## src/rtl/branch_pkg.sv

```systemverilog
// Shared encodings for control-flow resolution: branch funct3 codes,
// ALU flag bit positions and the resolver state type.
package branch_pkg;

  localparam logic [2:0] F3_BEQ  = 3'b000;
  localparam logic [2:0] F3_BNE  = 3'b001;
  localparam logic [2:0] F3_BLT  = 3'b100;
  localparam logic [2:0] F3_BGE  = 3'b101;
  localparam logic [2:0] F3_BLTU = 3'b110;
  localparam logic [2:0] F3_BGEU = 3'b111;

  // Bit positions inside the ALU {o,c,n,z} flag vector.
  localparam int FLAG_O = 3;
  localparam int FLAG_C = 2;
  localparam int FLAG_N = 1;
  localparam int FLAG_Z = 0;

  typedef enum logic {IDLE, REDIRECT} br_state_t;

endpackage

```

## src/rtl/branch_cond.sv

```systemverilog
// Branch condition decode from the rs1-rs2 subtract flags; purely combinational,
// zero latency, no flow control. Reserved funct3 codes resolve as not taken.
module branch_cond
  import branch_pkg::*;
(
  input  logic [2:0] funct3,
  input  logic [3:0] flags,
  output logic       taken
);

  logic lt_signed;

  assign lt_signed = flags[FLAG_N] ^ flags[FLAG_O];

  always_comb begin
    taken = 1'b0;
    case (funct3)
      F3_BEQ:  taken = flags[FLAG_Z];
      F3_BNE:  taken = ~flags[FLAG_Z];
      F3_BLT:  taken = lt_signed;
      F3_BGE:  taken = ~lt_signed;
      F3_BLTU: taken = ~flags[FLAG_C];
      F3_BGEU: taken = flags[FLAG_C];
      default: taken = 1'b0;
    endcase
  end

endmodule

```

## src/rtl/branch_resolve_unit.sv

```systemverilog
// EX-stage branch/jump resolver: mispredict redirect + flushes registered one cycle
// after resolve; stall defers resolution and freezes an in-flight redirect.
module branch_resolve_unit
  import branch_pkg::*;
#(
  parameter int XLEN  = 32,
  parameter int CNT_W = 32
) (
  input  logic             clk,
  input  logic             rst_n,
  input  logic             ex_valid,
  input  logic             ex_is_branch,
  input  logic             ex_is_jal,
  input  logic             ex_is_jalr,
  input  logic [2:0]       ex_funct3,
  input  logic [3:0]       alu_flags,
  input  logic [XLEN-1:0]  ex_pc,
  input  logic [XLEN-1:0]  ex_imm,
  input  logic [XLEN-1:0]  ex_rs1,
  input  logic             ex_pred_taken,
  input  logic [XLEN-1:0]  ex_pred_target,
  input  logic             stall,
  output logic             redirect_valid,
  output logic [XLEN-1:0]  redirect_pc,
  output logic             flush_if,
  output logic             flush_id,
  output logic             squash_ex,
  output logic [XLEN-1:0]  link_pc,
  output logic [CNT_W-1:0] br_count,
  output logic [CNT_W-1:0] mispred_count
);

  br_state_t       state;
  logic            cond_taken;
  logic            is_cf;
  logic            actual_taken;
  logic            resolve;
  logic            mispredict;
  logic [XLEN-1:0] fallthru;
  logic [XLEN-1:0] jalr_sum;
  logic [XLEN-1:0] target;
  logic [XLEN-1:0] corrected;

  branch_cond u_cond (
    .funct3 (ex_funct3),
    .flags  (alu_flags),
    .taken  (cond_taken)
  );

  assign fallthru = ex_pc + XLEN'(4);
  assign link_pc  = fallthru;
  assign jalr_sum = ex_rs1 + ex_imm;

  // JALR wins over JAL and branch when decode sets more than one kind.
  always_comb begin
    target = ex_pc + ex_imm;
    if (ex_is_jalr) target = {jalr_sum[XLEN-1:1], 1'b0};
  end

  assign is_cf        = ex_is_branch | ex_is_jal | ex_is_jalr;
  assign actual_taken = ex_is_jalr | ex_is_jal | (ex_is_branch & cond_taken);
  assign mispredict   = (actual_taken != ex_pred_taken) |
                        (actual_taken & (target != ex_pred_target));
  assign corrected    = actual_taken ? target : fallthru;
  assign resolve      = ex_valid & is_cf & ~stall & (state == IDLE);

  always_ff @(posedge clk or negedge rst_n) begin
    if (!rst_n) begin
      state          <= IDLE;
      redirect_valid <= 1'b0;
      flush_if       <= 1'b0;
      flush_id       <= 1'b0;
      squash_ex      <= 1'b0;
      redirect_pc    <= '0;
      br_count       <= '0;
      mispred_count  <= '0;
    end else if (state == IDLE) begin
      if (resolve) begin
        if (br_count != '1) br_count <= br_count + CNT_W'(1);
        if (mispredict) begin
          if (mispred_count != '1) mispred_count <= mispred_count + CNT_W'(1);
          state          <= REDIRECT;
          redirect_pc    <= corrected;
          redirect_valid <= 1'b1;
          flush_if       <= 1'b1;
          flush_id       <= 1'b1;
          squash_ex      <= 1'b1;
        end
      end
    end else if (!stall) begin
      // Redirect has been consumed; EX now holds wrong-path work and is ignored.
      state          <= IDLE;
      redirect_valid <= 1'b0;
      flush_if       <= 1'b0;
      flush_id       <= 1'b0;
      squash_ex      <= 1'b0;
    end
  end

endmodule

```

## config.mk

```make
export PLATFORM = sky130hd
export DESIGN_NAME = branch_resolve_unit
export DESIGN_NICKNAME = d
export VERILOG_FILES = /design/src/rtl/branch_pkg.sv /design/src/rtl/branch_cond.sv /design/src/rtl/branch_resolve_unit.sv
export SDC_FILE = /design/constraint.sdc
export NUM_CORES = 1
export LEC_CHECK = 0
export CAP_MARGIN = 20
export CORE_ASPECT_RATIO = 2
export CORE_MARGIN = 8
export CORE_UTILIZATION = 46
export DETAILED_ROUTE_END_ITERATION = 16
export MAX_ROUTING_LAYER = met4
export PLACE_DENSITY_LB_ADDON = 0.12
export SYNTH_ARGS = -nofsm -noshare
export SYNTH_HDL_FRONTEND = slang
export SYNTH_SLANG_ARGS = --single-unit
```

## constraint.sdc

```tcl
create_clock -name clk -period 2.6 [get_ports clk]
set_input_delay 0.39 -clock clk [delete_from_list [all_inputs] [get_ports clk]]
set_output_delay 0.39 -clock clk [all_outputs]
set_load 0.1 [all_outputs]
```

==> impl_results.md, run 1 <==
* Row Count at 78
* Clock Sinks at 98
* Exit stage: 5_1_grt
* Mapped Cells at 1,262
* Clk root buf: clkbuf_16
* Synth area leader: dfrtp_1
* Cts-stage hold buffer count at 0
* GP Congestion at 1.04
* Die Y-Extent at 228 um
* CTS Buffer Depth at 2
* Post-synthesis cell area at 0.0104 mm2
* Number of port buffers at 274
* Asr flop ratio synth at 100%
* Detailed Place HPWL at 43.6 mm
* Worst EP kind: register data pin
* Number of buffers created by CTS at 9
* Pin count of the biggest net entering global routing at 59
* Remaining Overflow, GRT at 225
* Initial Util at 46.3%
* Post-synth EDFFs at 0
* Last worst endpoint in the global-route repair_timing: mispred_count[26]$_DFFE_PN0P_/D
* Leading post-synthesis cells by cell area: dfrtp_1, xnor2_1, ha_1
* Synth Net Count at 1,471
* CTS H-tree depth at 3
* Die X at 122 um
* Yosys cell types at 85
* Yosys reg bits at 98
* Synthesized area per cell at 8.23 um2
* Synth warn at 0
* Sequential share of the synthesized area at 23.6%
* Log Error: [ERROR GRT-0232] Routing congestion too high. Check the congestion heatmap in the GUI.
* Status: did not finish
* Overall Global Routing Usage at 67.9%
* Ys flop type: dfrtp_1
* Num ports at 275
* Top-area cell type share of the netlist area at 23.6%
cells in the mapped netlist (7+ instances only):
master and instances:
mux2i_1 17, xnor2_1 116, buf_1 10, nand3_1 62, a211o_1 7, clkbuf_1 37, o21a_1 8, or3_1 9
nor2b_1 8, o21ai_1 12, a211oi_1 17, nor2_1 84, xor2_1 49, and4_1 11, nand4_1 47, nor4_1 11
o211ai_1 25, ha_1 64, and3_1 44, o21ai_0 41, nand2_1 109, mux2_1 24, a21oi_1 96, nand2b_1 9
a31oi_1 15, and2_1 14, dfrtp_1 98, inv_1 31, nor3_1 23, buf_2 12, a21o_1 23
routing by layer:
metal  overflow  track usage [%]
met5          -                -
met4         65             68.0
met3         13             47.8
met2        140             86.2
met1          7             64.0
through the flow:
stage	hold WS [ns]	setup slack (ns)	instance area (um2)	instances	utilization (%)
4_1_cts	0.0966	-1.48	18400	2221	82.1
3_5_place_dp	0.451	-2.15	17000	2168	75.6
3_3_place_gp	0.439	-2.15	17000	2168	75.6
2_1_floorplan	0.0944	-1.14	10900	1262	-
timing repair:
| item | 4_1_cts |
|---|---|
| gates resized for setup | 204 |
| pin swaps | 53 |
| buffers inserted | 34 |
| setup endpoints to repair | 97 |
| hold endpoints to repair | 0 |
| gates cloned | 3 |
cells by family after synthesis:
logic type               synth area share [%]
AO/OA/AOI/OAI                            21.1
buffers and inverters                    4.10
flip-flops                               23.6
multiplexers                             4.78
XOR/XNOR                                 15.9
adder cells (fa/ha/maj)                  8.10
AND/OR/NAND/NOR                          22.4
==> run 2: changes to the inputs <==
Settings changed: CORE_ASPECT_RATIO 2 to unset, CORE_UTILIZATION 46 to 40, MAX_ROUTING_LAYER met4 to unset, PLACE_DENSITY_LB_ADDON 0.12 to 0.15.
Clock period 2.6 ns to 3.38 ns, I/O delays scaled along.
==> run 2 against run 1 <==
Against the previous run: the flow now finishes, with violations (negative setup slack); synthesized cell count stayed put; area after synthesis stayed put.
==> impl_results.md, run 2 <==
* Num ports at 275 (unchanged)
* Synthesized area per cell at 8.23 um2 (unchanged)
* Leading post-synthesis cells by cell area: dfrtp_1, xnor2_1, ha_1
* Die Y-Extent at 177 um (-22%)
* Relative slew slack at 29.8%
* Final nets at 2,076
* Largest regs: br_count x32, mispred_count x32, redirect_pc x32
* Initial Util at 40.3% (-6.0 points)
* CTS H-tree depth at 3 (unchanged)
* Synth area leader: dfrtp_1
* Failing checks: negative setup slack
* Initial antenna violation count at 2
* Vias in the first global route at 12,092
* Design area at 0.0178 mm2
* RSZ-0062 raised after global routing: yes
* Full die area at 0.0314 mm2
* Number of setup violations in the final report at 66
* Worst hold slack at 0.191 ns
* Row Count at 59 (-24%)
* Max Freq at 248 MHz
* Multi-input logic area at 0.00858 mm2
* Post-synth EDFFs at 0 (unchanged)
* Yosys cell types at 85 (unchanged)
* Clk root buf: clkbuf_16
* CP startpoint: ex_rs1[0]
* Crit-path max FO at 6
* Top-area cell type share of the netlist area at 23.6% (unchanged)
* Clock Sinks at 98 (unchanged)
* HP Class: in2async
* Power density over the cells at 420 mW/mm2
* Cell internal pwr at 3.72 mW
* GP Congestion at 0.990 (-4.6%)
* Final WS setup at -0.658 ns
* Worst-path clk slew at 0.06 ns
* Layout filler cell count at 2,125
* Worst setup SP type: input pin
* Routed wire length at 42.6 mm
* CTS tree: built
* Number of buffers created by CTS at 9 (unchanged)
* Crit path cell chain: buf_6, and2_4, fa_2, a21o_1, a221oi_4, buf_6, o211ai_1, a31o_2, a21oi_2, mux2_4, buf_6, a21oi_2, o2111ai_2, nor4_4, a21oi_4, buf_12, buf_4, mux2_4
* Worst slack, placed at -1.69 ns (+0.463 ns)
* Via density per instance at 5.49
* Max-slew violations at 0
* Placed Area at 0.0164 mm2 (-3.2%)
* Mapped Cells at 1,262 (unchanged)
* Worst EP arrival at 4.26 ns
* Crit. End Element: flop
* Min Tclk post-route at 4.04 ns
* Sw Share at 50.2%
* Final worst path period share at 119%
* Pin count of the biggest net entering global routing at 59
* Cell with the most instances after synthesis: xnor2_1
* DRT iter0 DRCs at 967
* Asr flop ratio synth at 100% (unchanged)
* Share of cells above drive strength 1 at 33.4%
* CP max stage delay at 0.37 ns
* Net switching power at 3.76 mW
* Most frequent cells in the layout: buf_4, clkdlybuf4s50_1, xnor2_1, nand2_1, dfrtp_1
* Detailed Place HPWL at 35.2 mm (-19%)
* Area of the core at 0.0258 mm2
* DRC Markers at 0
* Area Overhead vs Synth at 71.5%
* Synth warn at 0 (unchanged)
* Kind of critical path: in2reg
* Final Hold Viols at 0
* Total design power at 7.48 mW
* Number of port buffers at 274 (unchanged)
* Critical path's top delay family: compound AO/OA/AOI/OAI gates
* Remaining Overflow, GRT at 0
* First-pass GRT wire length at 65.0 mm
* Status: finished with violations
* Yosys reg bits at 98 (unchanged)
* Slew @ Worst Pin at 1.05 ns
* Worst-Skew Late Latency at 0.33 ns
* Drt first pass iters at 5
* Reg2reg start: br_count[19]
* Cts-stage hold buffer count at 0 (unchanged)
* Antenna-violating nets left at 0
* Maximum vdd drop at 0.783 mV
* Leak at 7.88 nW
* Most common cell after layout, fill and taps aside: buf_4
* Combinational fraction of design power at 67.0%
* CTS Buffer Depth at 2 (unchanged)
* Synth cell count leaders: xnor2_1, nand2_1, dfrtp_1, a21oi_1, nor2_1
* CP max-delay cell: nor4_4
* DR WL/cell at 19.3 um
* Flop pwr share at 20.7%
* Synth Net Count at 1,471 (unchanged)
* Max_cap viols at 0
* Worst path buffer plus inverter count at 5
* Overall Global Routing Usage at 26.0%
* Sequential share of the synthesized area at 23.6% (unchanged)
* Clk_skew at 0.00716 ns
* Post-synthesis cell area at 0.0104 mm2 (unchanged)
* Clock power frac at 12.2%
* Die X at 177 um (+45%)
* Cell mode on critical path: buf_6
* CP required at 3.60 ns
* FF/Latch Area at 0.00245 mm2
* Ys flop type: dfrtp_1
* Vias at 12,130
-- run 2: final cells by class --
class / count / share of cell area (%)
Sequential cell: 98 / 13.8
Antenna cell: 2 / 0.0281
Clock buffer: 13 / 1.40
Clock inverter: 3 / 0.0843
Inverter: 31 / 0.653
Timing Repair Buffer: 662 / 33.5
Tap cell: 335 / 2.35
Multi-Input combinational cell: 1065 / 48.2
-- run 2: cell families after synthesis --
group,count (synthesis),share of synthesized area (%)
AND/OR/NAND/NOR,456,22.4
buffers and inverters,99,4.10
flip-flops,98,23.6
AO/OA/AOI/OAI,323,21.1
adder cells (fa/ha/maj),66,8.10
multiplexers,46,4.78
XOR/XNOR,174,15.9
-- run 2: per-layer routing --
layer / vias up / global-route usage [%] / wire (um)
met2: 383 / 43.2 / 20100
met1: 5816 / 34.9 / 19000
met3: 54 / 2.75 / 2380
li1: 5877 / - / -
met4: 0 / 7.85 / 1090
met5: - / 0 / 0
-- run 2: timing repair --
item                                    CTS  global route
endpoints found under the setup margin   69            74
pin swaps                                59            31
resized for setup                       169            73
cloned                                    1             1
buffers inserted                         19             8
-- run 2: final timing paths --
check	to	slack, ns	depth (start not counted)
setup / recovery	redirect_pc[18]	-0.66	18
hold / removal	br_count[8]	0.19	1
setup reg to reg	br_count[29]	0.62	10
hold reg to reg	redirect_pc[12]	0.48	1
max in group asynchronous	mispred_count[30]	2.40	2
min in group clk	redirect_pc[12]	0.48	1
-- run 2: per-stage QoR --
stage | TNS (ns) | instances | utilization [%]
global placement | -99.22 | 2162 | 63.8
floorplan | -28.16 | 1262 | -
CTS | -31.31 | 2198 | 67.7
detailed placement | -106.49 | 2162 | 63.8
global route | -43.07 | 2209 | 69.1
finish | -35.35 | 2209 | 69.1
-- run 2: power groups by stage --
stage	clock (mW)	combinational (mW)	sequential (mW)
2_1_floorplan	0	1.49	3.02
3_3_place_gp	0	4.67	1.56
3_5_place_dp	0	4.71	1.57
4_1_cts	0.942	4.88	1.55
5_1_grt	0.986	5.24	1.58
6_report	0.915	5.01	1.55
(Power assumes the default switching activity.)
